==> src/rtl/mmio_uart_responder.sv <==
`default_nettype none
// ============================================================================
//  Module   : mmio_uart_responder
//  Purpose  : I/O-space responder for the core: UART TX/RX and cycle counter.
//             Optional loopback of TX into RX under macro IO_LOOPBACK_EN.
//  Revision : 1.0  initial release
// ============================================================================
module mmio_uart_responder #(
   parameter int CPU_CLOCK_FREQ = 50_000_000,
   parameter int BAUD_RATE      = 115200
) (
   input  logic        clk,
   input  logic        rst,
   input  logic [31:0] addr,
   input  logic [31:0] wdata,
   input  logic [3:0]  we,
   input  logic        re,
   output logic [31:0] rdata,
   input  logic        FPGA_SERIAL_RX,
   output logic        FPGA_SERIAL_TX
);

   localparam int c_CLKS_PER_BIT = CPU_CLOCK_FREQ / BAUD_RATE;
   localparam int c_CNT_W        = $clog2(c_CLKS_PER_BIT + 1);
   localparam logic [c_CNT_W-1:0] c_BIT_LAST  = c_CNT_W'(c_CLKS_PER_BIT - 1);
   localparam logic [c_CNT_W-1:0] c_HALF_LAST = c_CNT_W'(c_CLKS_PER_BIT / 2 - 1);

   localparam logic [7:0] c_OFF_STATUS = 8'h00;
   localparam logic [7:0] c_OFF_RXDATA = 8'h04;
   localparam logic [7:0] c_OFF_TXDATA = 8'h08;
   localparam logic [7:0] c_OFF_CYCLE  = 8'h10;
   localparam logic [7:0] c_OFF_CCLEAR = 8'h18;

   typedef enum logic [1:0] {
      TX_IDLE  = 2'd0,
      TX_START = 2'd1,
      TX_DATA  = 2'd2,
      TX_STOP  = 2'd3
   } tx_state_t;

   typedef enum logic [1:0] {
      RX_IDLE  = 2'd0,
      RX_START = 2'd1,
      RX_DATA  = 2'd2,
      RX_STOP  = 2'd3
   } rx_state_t;

   logic [31:0]        rdata_q, rdata_d;
   logic [31:0]        cycle_q, cycle_d;
   tx_state_t          tx_state_q, tx_state_d;
   logic [c_CNT_W-1:0] tx_cnt_q, tx_cnt_d;
   logic [2:0]         tx_bit_q, tx_bit_d;
   logic [7:0]         tx_shift_q, tx_shift_d;
   logic               tx_line_q, tx_line_d;
   logic [1:0]         rx_sync_q, rx_sync_d;
   rx_state_t          rx_state_q, rx_state_d;
   logic [c_CNT_W-1:0] rx_cnt_q, rx_cnt_d;
   logic [2:0]         rx_bit_q, rx_bit_d;
   logic [7:0]         rx_shift_q, rx_shift_d;
   logic [7:0]         rx_data_q, rx_data_d;
   logic               rx_valid_q, rx_valid_d;
   logic               rx_overrun_q, rx_overrun_d;

   logic               w_rx_done;
   logic               w_rx_bit;
   logic               w_status_b3;
   logic [7:0]         w_off;
   logic               w_rd, w_wr;
   logic               w_rd_rxdata, w_tx_accept, w_cnt_clear, w_tx_ready;
   logic [31:0]        w_status;
   logic               w_unused;

   assign w_off       = addr[7:0];
   assign w_rd        = addr[31] & re;
   assign w_wr        = addr[31] & (we != 4'b0000);
   assign w_tx_ready  = (tx_state_q == TX_IDLE);
   assign w_rd_rxdata = w_rd & (w_off == c_OFF_RXDATA);
   assign w_tx_accept = w_wr & (w_off == c_OFF_TXDATA) & we[0] & w_tx_ready;
   assign w_cnt_clear = w_wr & (w_off == c_OFF_CCLEAR);
   assign w_status    = {28'h0, w_status_b3, rx_overrun_q, rx_valid_q, w_tx_ready};
   assign w_unused    = ^{addr[30:8], wdata[31:8]};
   assign rx_sync_d   = {rx_sync_q[0], FPGA_SERIAL_RX};

`ifdef IO_LOOPBACK_EN
   logic loop_en_q, loop_en_d;

   always_comb begin
      loop_en_d = loop_en_q;
      if (w_wr && (w_off == c_OFF_STATUS) && we[0]) begin
         loop_en_d = wdata[0];
      end
   end

   always_ff @(posedge clk) begin
      if (rst) loop_en_q <= 1'b0;
      else     loop_en_q <= loop_en_d;
   end

   // TX is already synchronous to clk, so it bypasses the synchroniser.
   assign w_rx_bit    = loop_en_q ? tx_line_q : rx_sync_q[1];
   assign w_status_b3 = loop_en_q;
`else
   assign w_rx_bit    = rx_sync_q[1];
   assign w_status_b3 = 1'b0;
`endif

   always_comb begin
      rdata_d      = rdata_q;
      cycle_d      = cycle_q + 32'd1;
      tx_state_d   = tx_state_q;
      tx_cnt_d     = tx_cnt_q;
      tx_bit_d     = tx_bit_q;
      tx_shift_d   = tx_shift_q;
      tx_line_d    = tx_line_q;
      rx_state_d   = rx_state_q;
      rx_cnt_d     = rx_cnt_q;
      rx_bit_d     = rx_bit_q;
      rx_shift_d   = rx_shift_q;
      rx_data_d    = rx_data_q;
      rx_valid_d   = rx_valid_q;
      rx_overrun_d = rx_overrun_q;
      w_rx_done    = 1'b0;

      if (w_rd) begin
         case (w_off)
            c_OFF_STATUS: rdata_d = w_status;
            c_OFF_RXDATA: rdata_d = {24'h0, rx_data_q};
            c_OFF_CYCLE:  rdata_d = cycle_q;
            default:      rdata_d = 32'h0;
         endcase
      end

      if (w_cnt_clear) cycle_d = 32'h0;

      case (tx_state_q)
         TX_IDLE: begin
            if (w_tx_accept) begin
               tx_state_d = TX_START;
               tx_cnt_d   = '0;
               tx_shift_d = wdata[7:0];
               tx_line_d  = 1'b0;
            end
         end
         TX_START: begin
            if (tx_cnt_q == c_BIT_LAST) begin
               tx_state_d = TX_DATA;
               tx_cnt_d   = '0;
               tx_bit_d   = 3'd0;
               tx_line_d  = tx_shift_q[0];
            end else begin
               tx_cnt_d = tx_cnt_q + 1'b1;
            end
         end
         TX_DATA: begin
            if (tx_cnt_q == c_BIT_LAST) begin
               tx_cnt_d = '0;
               if (tx_bit_q == 3'd7) begin
                  tx_state_d = TX_STOP;
                  tx_line_d  = 1'b1;
               end else begin
                  tx_bit_d   = tx_bit_q + 3'd1;
                  tx_shift_d = {1'b0, tx_shift_q[7:1]};
                  tx_line_d  = tx_shift_q[1];
               end
            end else begin
               tx_cnt_d = tx_cnt_q + 1'b1;
            end
         end
         TX_STOP: begin
            if (tx_cnt_q == c_BIT_LAST) tx_state_d = TX_IDLE;
            else                        tx_cnt_d   = tx_cnt_q + 1'b1;
         end
         default: tx_state_d = TX_IDLE;
      endcase

      case (rx_state_q)
         RX_IDLE: begin
            if (!w_rx_bit) begin
               rx_state_d = RX_START;
               rx_cnt_d   = '0;
            end
         end
         RX_START: begin
            // Half-bit resample rejects short low glitches on the line.
            if (rx_cnt_q == c_HALF_LAST) begin
               rx_cnt_d   = '0;
               rx_bit_d   = 3'd0;
               rx_state_d = w_rx_bit ? RX_IDLE : RX_DATA;
            end else begin
               rx_cnt_d = rx_cnt_q + 1'b1;
            end
         end
         RX_DATA: begin
            if (rx_cnt_q == c_BIT_LAST) begin
               rx_cnt_d   = '0;
               rx_shift_d = {w_rx_bit, rx_shift_q[7:1]};
               if (rx_bit_q == 3'd7) rx_state_d = RX_STOP;
               else                  rx_bit_d   = rx_bit_q + 3'd1;
            end else begin
               rx_cnt_d = rx_cnt_q + 1'b1;
            end
         end
         RX_STOP: begin
            if (rx_cnt_q == c_BIT_LAST) begin
               rx_state_d = RX_IDLE;
               w_rx_done  = w_rx_bit;
            end else begin
               rx_cnt_d = rx_cnt_q + 1'b1;
            end
         end
         default: rx_state_d = RX_IDLE;
      endcase

      if (w_rd_rxdata) begin
         rx_valid_d   = 1'b0;
         rx_overrun_d = 1'b0;
      end
      // A byte landing during the data read is not an overrun: the reader got the old one.
      if (w_rx_done) begin
         rx_data_d    = rx_shift_q;
         rx_overrun_d = rx_overrun_d | (rx_valid_q & ~w_rd_rxdata);
         rx_valid_d   = 1'b1;
      end
   end

   always_ff @(posedge clk) begin
      if (rst) begin
         rdata_q      <= 32'h0;
         cycle_q      <= 32'h0;
         tx_state_q   <= TX_IDLE;
         tx_cnt_q     <= '0;
         tx_bit_q     <= 3'd0;
         tx_shift_q   <= 8'h0;
         tx_line_q    <= 1'b1;
         rx_sync_q    <= 2'b11;
         rx_state_q   <= RX_IDLE;
         rx_cnt_q     <= '0;
         rx_bit_q     <= 3'd0;
         rx_shift_q   <= 8'h0;
         rx_data_q    <= 8'h0;
         rx_valid_q   <= 1'b0;
         rx_overrun_q <= 1'b0;
      end else begin
         rdata_q      <= rdata_d;
         cycle_q      <= cycle_d;
         tx_state_q   <= tx_state_d;
         tx_cnt_q     <= tx_cnt_d;
         tx_bit_q     <= tx_bit_d;
         tx_shift_q   <= tx_shift_d;
         tx_line_q    <= tx_line_d;
         rx_sync_q    <= rx_sync_d;
         rx_state_q   <= rx_state_d;
         rx_cnt_q     <= rx_cnt_d;
         rx_bit_q     <= rx_bit_d;
         rx_shift_q   <= rx_shift_d;
         rx_data_q    <= rx_data_d;
         rx_valid_q   <= rx_valid_d;
         rx_overrun_q <= rx_overrun_d;
      end
   end

   assign rdata          = rdata_q;
   assign FPGA_SERIAL_TX = tx_line_q;

endmodule
`default_nettype wire

==> config.mk <==
export PLATFORM = sky130hd
export DESIGN_NAME = mmio_uart_responder
export DESIGN_NICKNAME = d
export VERILOG_FILES = /design/src/rtl/mmio_uart_responder.sv
export SDC_FILE = /design/constraint.sdc
export NUM_CORES = 1
export LEC_CHECK = 0
export BUFFER_PORTS_ARGS = -buffer_cell sky130_fd_sc_hd__buf_2
export CORE_MARGIN = 10
export CORE_UTILIZATION = 50
export DETAILED_ROUTE_END_ITERATION = 7
export PLACE_DENSITY = 0.77
export RECOVER_POWER = 100
export SETUP_SLACK_MARGIN = 0.15
export SYNTH_ARGS = -nofsm -noshare
export SYNTH_HDL_FRONTEND = slang
export SYNTH_SLANG_ARGS = --single-unit
==> constraint.sdc <==
create_clock -name clk -period 2.25 [get_ports clk]
set_clock_uncertainty 0.05 [all_clocks]
set_input_delay 0.45 -clock clk [delete_from_list [all_inputs] [get_ports clk]]
set_output_delay 0.45 -clock clk [all_outputs]
set_load 0.1 [all_outputs]
==> out/metrics.yaml <==
outcome: "finished, final reports clean"
critPathArrivalTime_ns: 2.40
stdcell_count: 877
endpoint_kind: "flop"
swShare: 0.255
worstMarginPinSlew_ns: 0.879
grt_overflow: 0
antenna_found_initial: 0
synth_xor_area_frac: 0.0216
dp_cells: 840
r2r_cells: 4
syn_nets: 729
clkPwrFrac: 0.493
clock_path_buffers: 2
dieHeight_um: 127
hp-class: "in2reg"
drt_pre_antenna_iters: 5
synth-compound-area-share: 0.174
wl_per_cell_um: 16.2
die_x_um: 127
yosysSeqAreaShare: 0.426
grt_pass1_wl_mm: 24.1
cp-startpoint: "tx_cnt_q[2]"
vias: 5238
rrSetupSlack_ns: 0.15
required_ns: 2.55
slew_headroom: 0.414
dp_hpwl_mm: 9.73
synthToLayoutAreaGrowth_pct: 21.4
finalSetupViolCount: 0
fin_crit_sh: 0.935
clkTransAtPathRegs_ns: 0.06
core_um2: 11000
dr.first_iter.drc_count: 381
drv_slew: 0
io_buffer_count: 57
synth-seq-cells: 121
synth.yosys.warnings: 0
dp_slack_ns: -0.192
net-switching-power_mw: 1.37
n_antenna_cell: 0
initial_core_util: 0.518
row_count: 38
max_freq_mhz: 475
first_global_vias: 5019
path_class: "reg2reg"
internal_power_mw: 4.00
ir_drop_mv: 0.451
cts_sinks: 121
clk_latency_ns: 0.42
nFillCells: 863
multi_input_area_um2: 3080
drt_wl_total_mm: 14.2
syn_area_um2: 5690
rsz0062_at_grt: "yes"
setup_slack_ns: 0.146
whs_ns: 0.203
endpoint: "tx_shift_q[3]"
synth-adder-area-share: 0.0330
post-route-drc-count: 0
startpoint_type: "flop"
ant_nets: 0
tritoncts.num_buffers: 17
worstReg2RegEnd: "tx_shift_q[3]"
synth_ff_type: "dfxtp_1"
p_leak_nw: 2.47
gp_congestion: 0.846
synth_edf_count: 0
netlist_instances: 642
synth_mux_area_frac: 0.0706
viasPerCell: 5.97
fin_nets: 811
synthSimpleGateAreaFrac: 0.234
pwr-share-comb: 0.093
fin_util: 0.629
drive_above_1_share: 0.187
cts_tree: "done"
ios: 105
syn_avg_cell_area_um2: 8.86
grt_usage: 0.175
hold_violations: 0
r2r_start: "tx_cnt_q[2]"
power_density_nw_per_um2: 777
ys_async_sr_fraction: 0
crit_fanout: 8
grt_max_degree: 30
period_needed_ns: 2.10
maxCapViolCount: 0
dieArea_um2: 16000
synth.distinct_cells: 62
seq_area_um2: 2420
seqPwrFrac: 0.414
htreeDepth: 4
synth_top_family_by_area: "simple AND/OR/NAND/NOR gates"
cts-root-buf: "clkbuf_16"
-- state kept, by name (all words and copies together) (netlist names), named ones only --
name / cells
tx_cnt_q: 9
rx_data_q: 8
rx_bit_q: 3
rx_sync_q: 2
tx_bit_q: 3
rx_state_q: 1
FPGA_SERIAL_TX: 1
rx_overrun_q: 1
tx_state_q: 2
cycle_q: 32
tx_shift_q: 8
rx_valid_q: 1
rdata: 32
rx_cnt_q: 9
rx_shift_q: 8
-- kinds of logic after synthesis --
group	Yosys count
adder cells (fa/ha/maj)	15
buffers and inverters	59
AO/OA/AOI/OAI	144
flip-flops	121
XOR/XNOR	14
multiplexers	40
AND/OR/NAND/NOR	249
-- worst max-delay path, cell delays in order (launching register included) --
cell and delay, ns:
dfxtp_1 0.37, or4b_4 0.63, o32a_1 0.43, or3_1 0.39, a21oi_1 0.15
-- what timing repair did --
action,4_1_cts,5_1_grt
endpoints found under the hold margin,0,0
setup endpoints to repair,19,28
pin swaps,0,4
gates cloned,0,1
buffers inserted,0,4
gates resized for setup,4,10
hold buffers,0,0
-- power groups by stage --
stage               logic, mW  clock network (mW)  registers (mW)
finish                  0.498                2.65            2.22
global placement        0.471                   0            2.26
floorplan               0.306                   0            2.29
detailed placement      0.489                   0            2.26
CTS                     0.498                2.67            2.22
global route            0.552                2.76            2.22
-- worst min-delay path by stage --
stage                               from      endpoint  slack, ns  depth (start not counted)
final                     FPGA_SERIAL_RX  rx_sync_q[0]       0.20                          2
after global routing      FPGA_SERIAL_RX  rx_sync_q[0]       0.21                          2
after CTS                 FPGA_SERIAL_RX  rx_sync_q[0]       0.19                          2
after detailed placement    rx_sync_q[0]  rx_sync_q[1]       0.35                          1
after global placement      rx_sync_q[0]  rx_sync_q[1]       0.35                          1
after floorplan             rx_sync_q[0]  rx_sync_q[1]       0.34                          1
-- cells in the final DEF, fill, tap and decap left out, drive strengths merged, types with 4 or more instances in the layout --
cell type / n
or4: 11
xnor2: 9
nand3: 23
nor4: 11
nand4: 12
ha: 15
clkinv: 9
and2: 6
nor2b: 4
buf: 49
o31ai: 14
nand2: 36
clkbuf: 66
a22o: 5
nand2b: 15
or3: 16
dfxtp: 121
mux2i: 39
nor3: 12
nor4b: 5
inv: 25
a21oi: 37
and4: 6
xor2: 5
a22oi: 32
nor2: 73
nand3b: 4
o221ai: 7
o21ai: 21
-- stage by stage --
step                      setup TNS (ns)  total power, mW  area (µm²)
after floorplan                        0             2.60        5690
after global placement             -1.64             2.73        6320
after detailed placement           -2.57             2.75        6320
after CTS                              0             5.38        6920
after global routing                   0             5.54        6910
final                                  0             5.36        6910
-- final cells by class --
| type | instances | area share |
|---|---|---|
| Multi-Input combinational cell | 463 | 0.446 |
| Sequential cell | 121 | 0.351 |
| Timing Repair Buffer | 97 | 0.0806 |
| Clock buffer | 18 | 0.0621 |
| Tap cell | 140 | 0.0254 |
| Clock inverter | 14 | 0.0219 |
| Inverter | 24 | 0.0130 |
-- cells in the mapped netlist, types with 2 or more instances --
master,n,share of area
dfxtp_1,121,0.43
nor2_1,73,0.048
mux2i_1,39,0.069
a21oi_1,37,0.033
nand2_1,36,0.024
a22oi_1,32,0.042
clkbuf_1,32,0.021
inv_1,24,0.016
nand3_1,23,0.020
o21ai_0,20,0.018
or3_1,16,0.018
ha_1,15,0.033
nand2b_1,15,0.016
o31ai_1,14,0.018
nand4_1,12,0.013
nor3_1,12,0.011
or4_1,11,0.015
nor4_1,10,0.011
xnor2_1,9,0.014
o221ai_1,7,0.011
and2_1,6,0.0066
and4_1,6,0.0092
a22o_1,5,0.0077
nor4b_1,5,0.0077
xor2_1,5,0.0077
nand3b_1,4,0.0053
nor2b_1,4,0.0044
a31oi_1,3,0.0033
o2bb2ai_1,3,0.0046
or2_2,3,0.0033
a2111oi_0,2,0.0031
a221o_1,2,0.0035
a311oi_1,2,0.0031
buf_2,2,0.0018
nand4b_1,2,0.0031
nand4bb_1,2,0.0040
o21a_1,2,0.0026
or4b_2,2,0.0035
-- metal layers --
metal,global-route usage,up-vias,routed length (µm)
met5,0,-,0
met4,0.0556,0,204
met3,0.0441,24,679
met2,0.293,157,7110
met1,0.213,2513,6210
li1,-,2544,-
(Power assumes the default switching activity.)
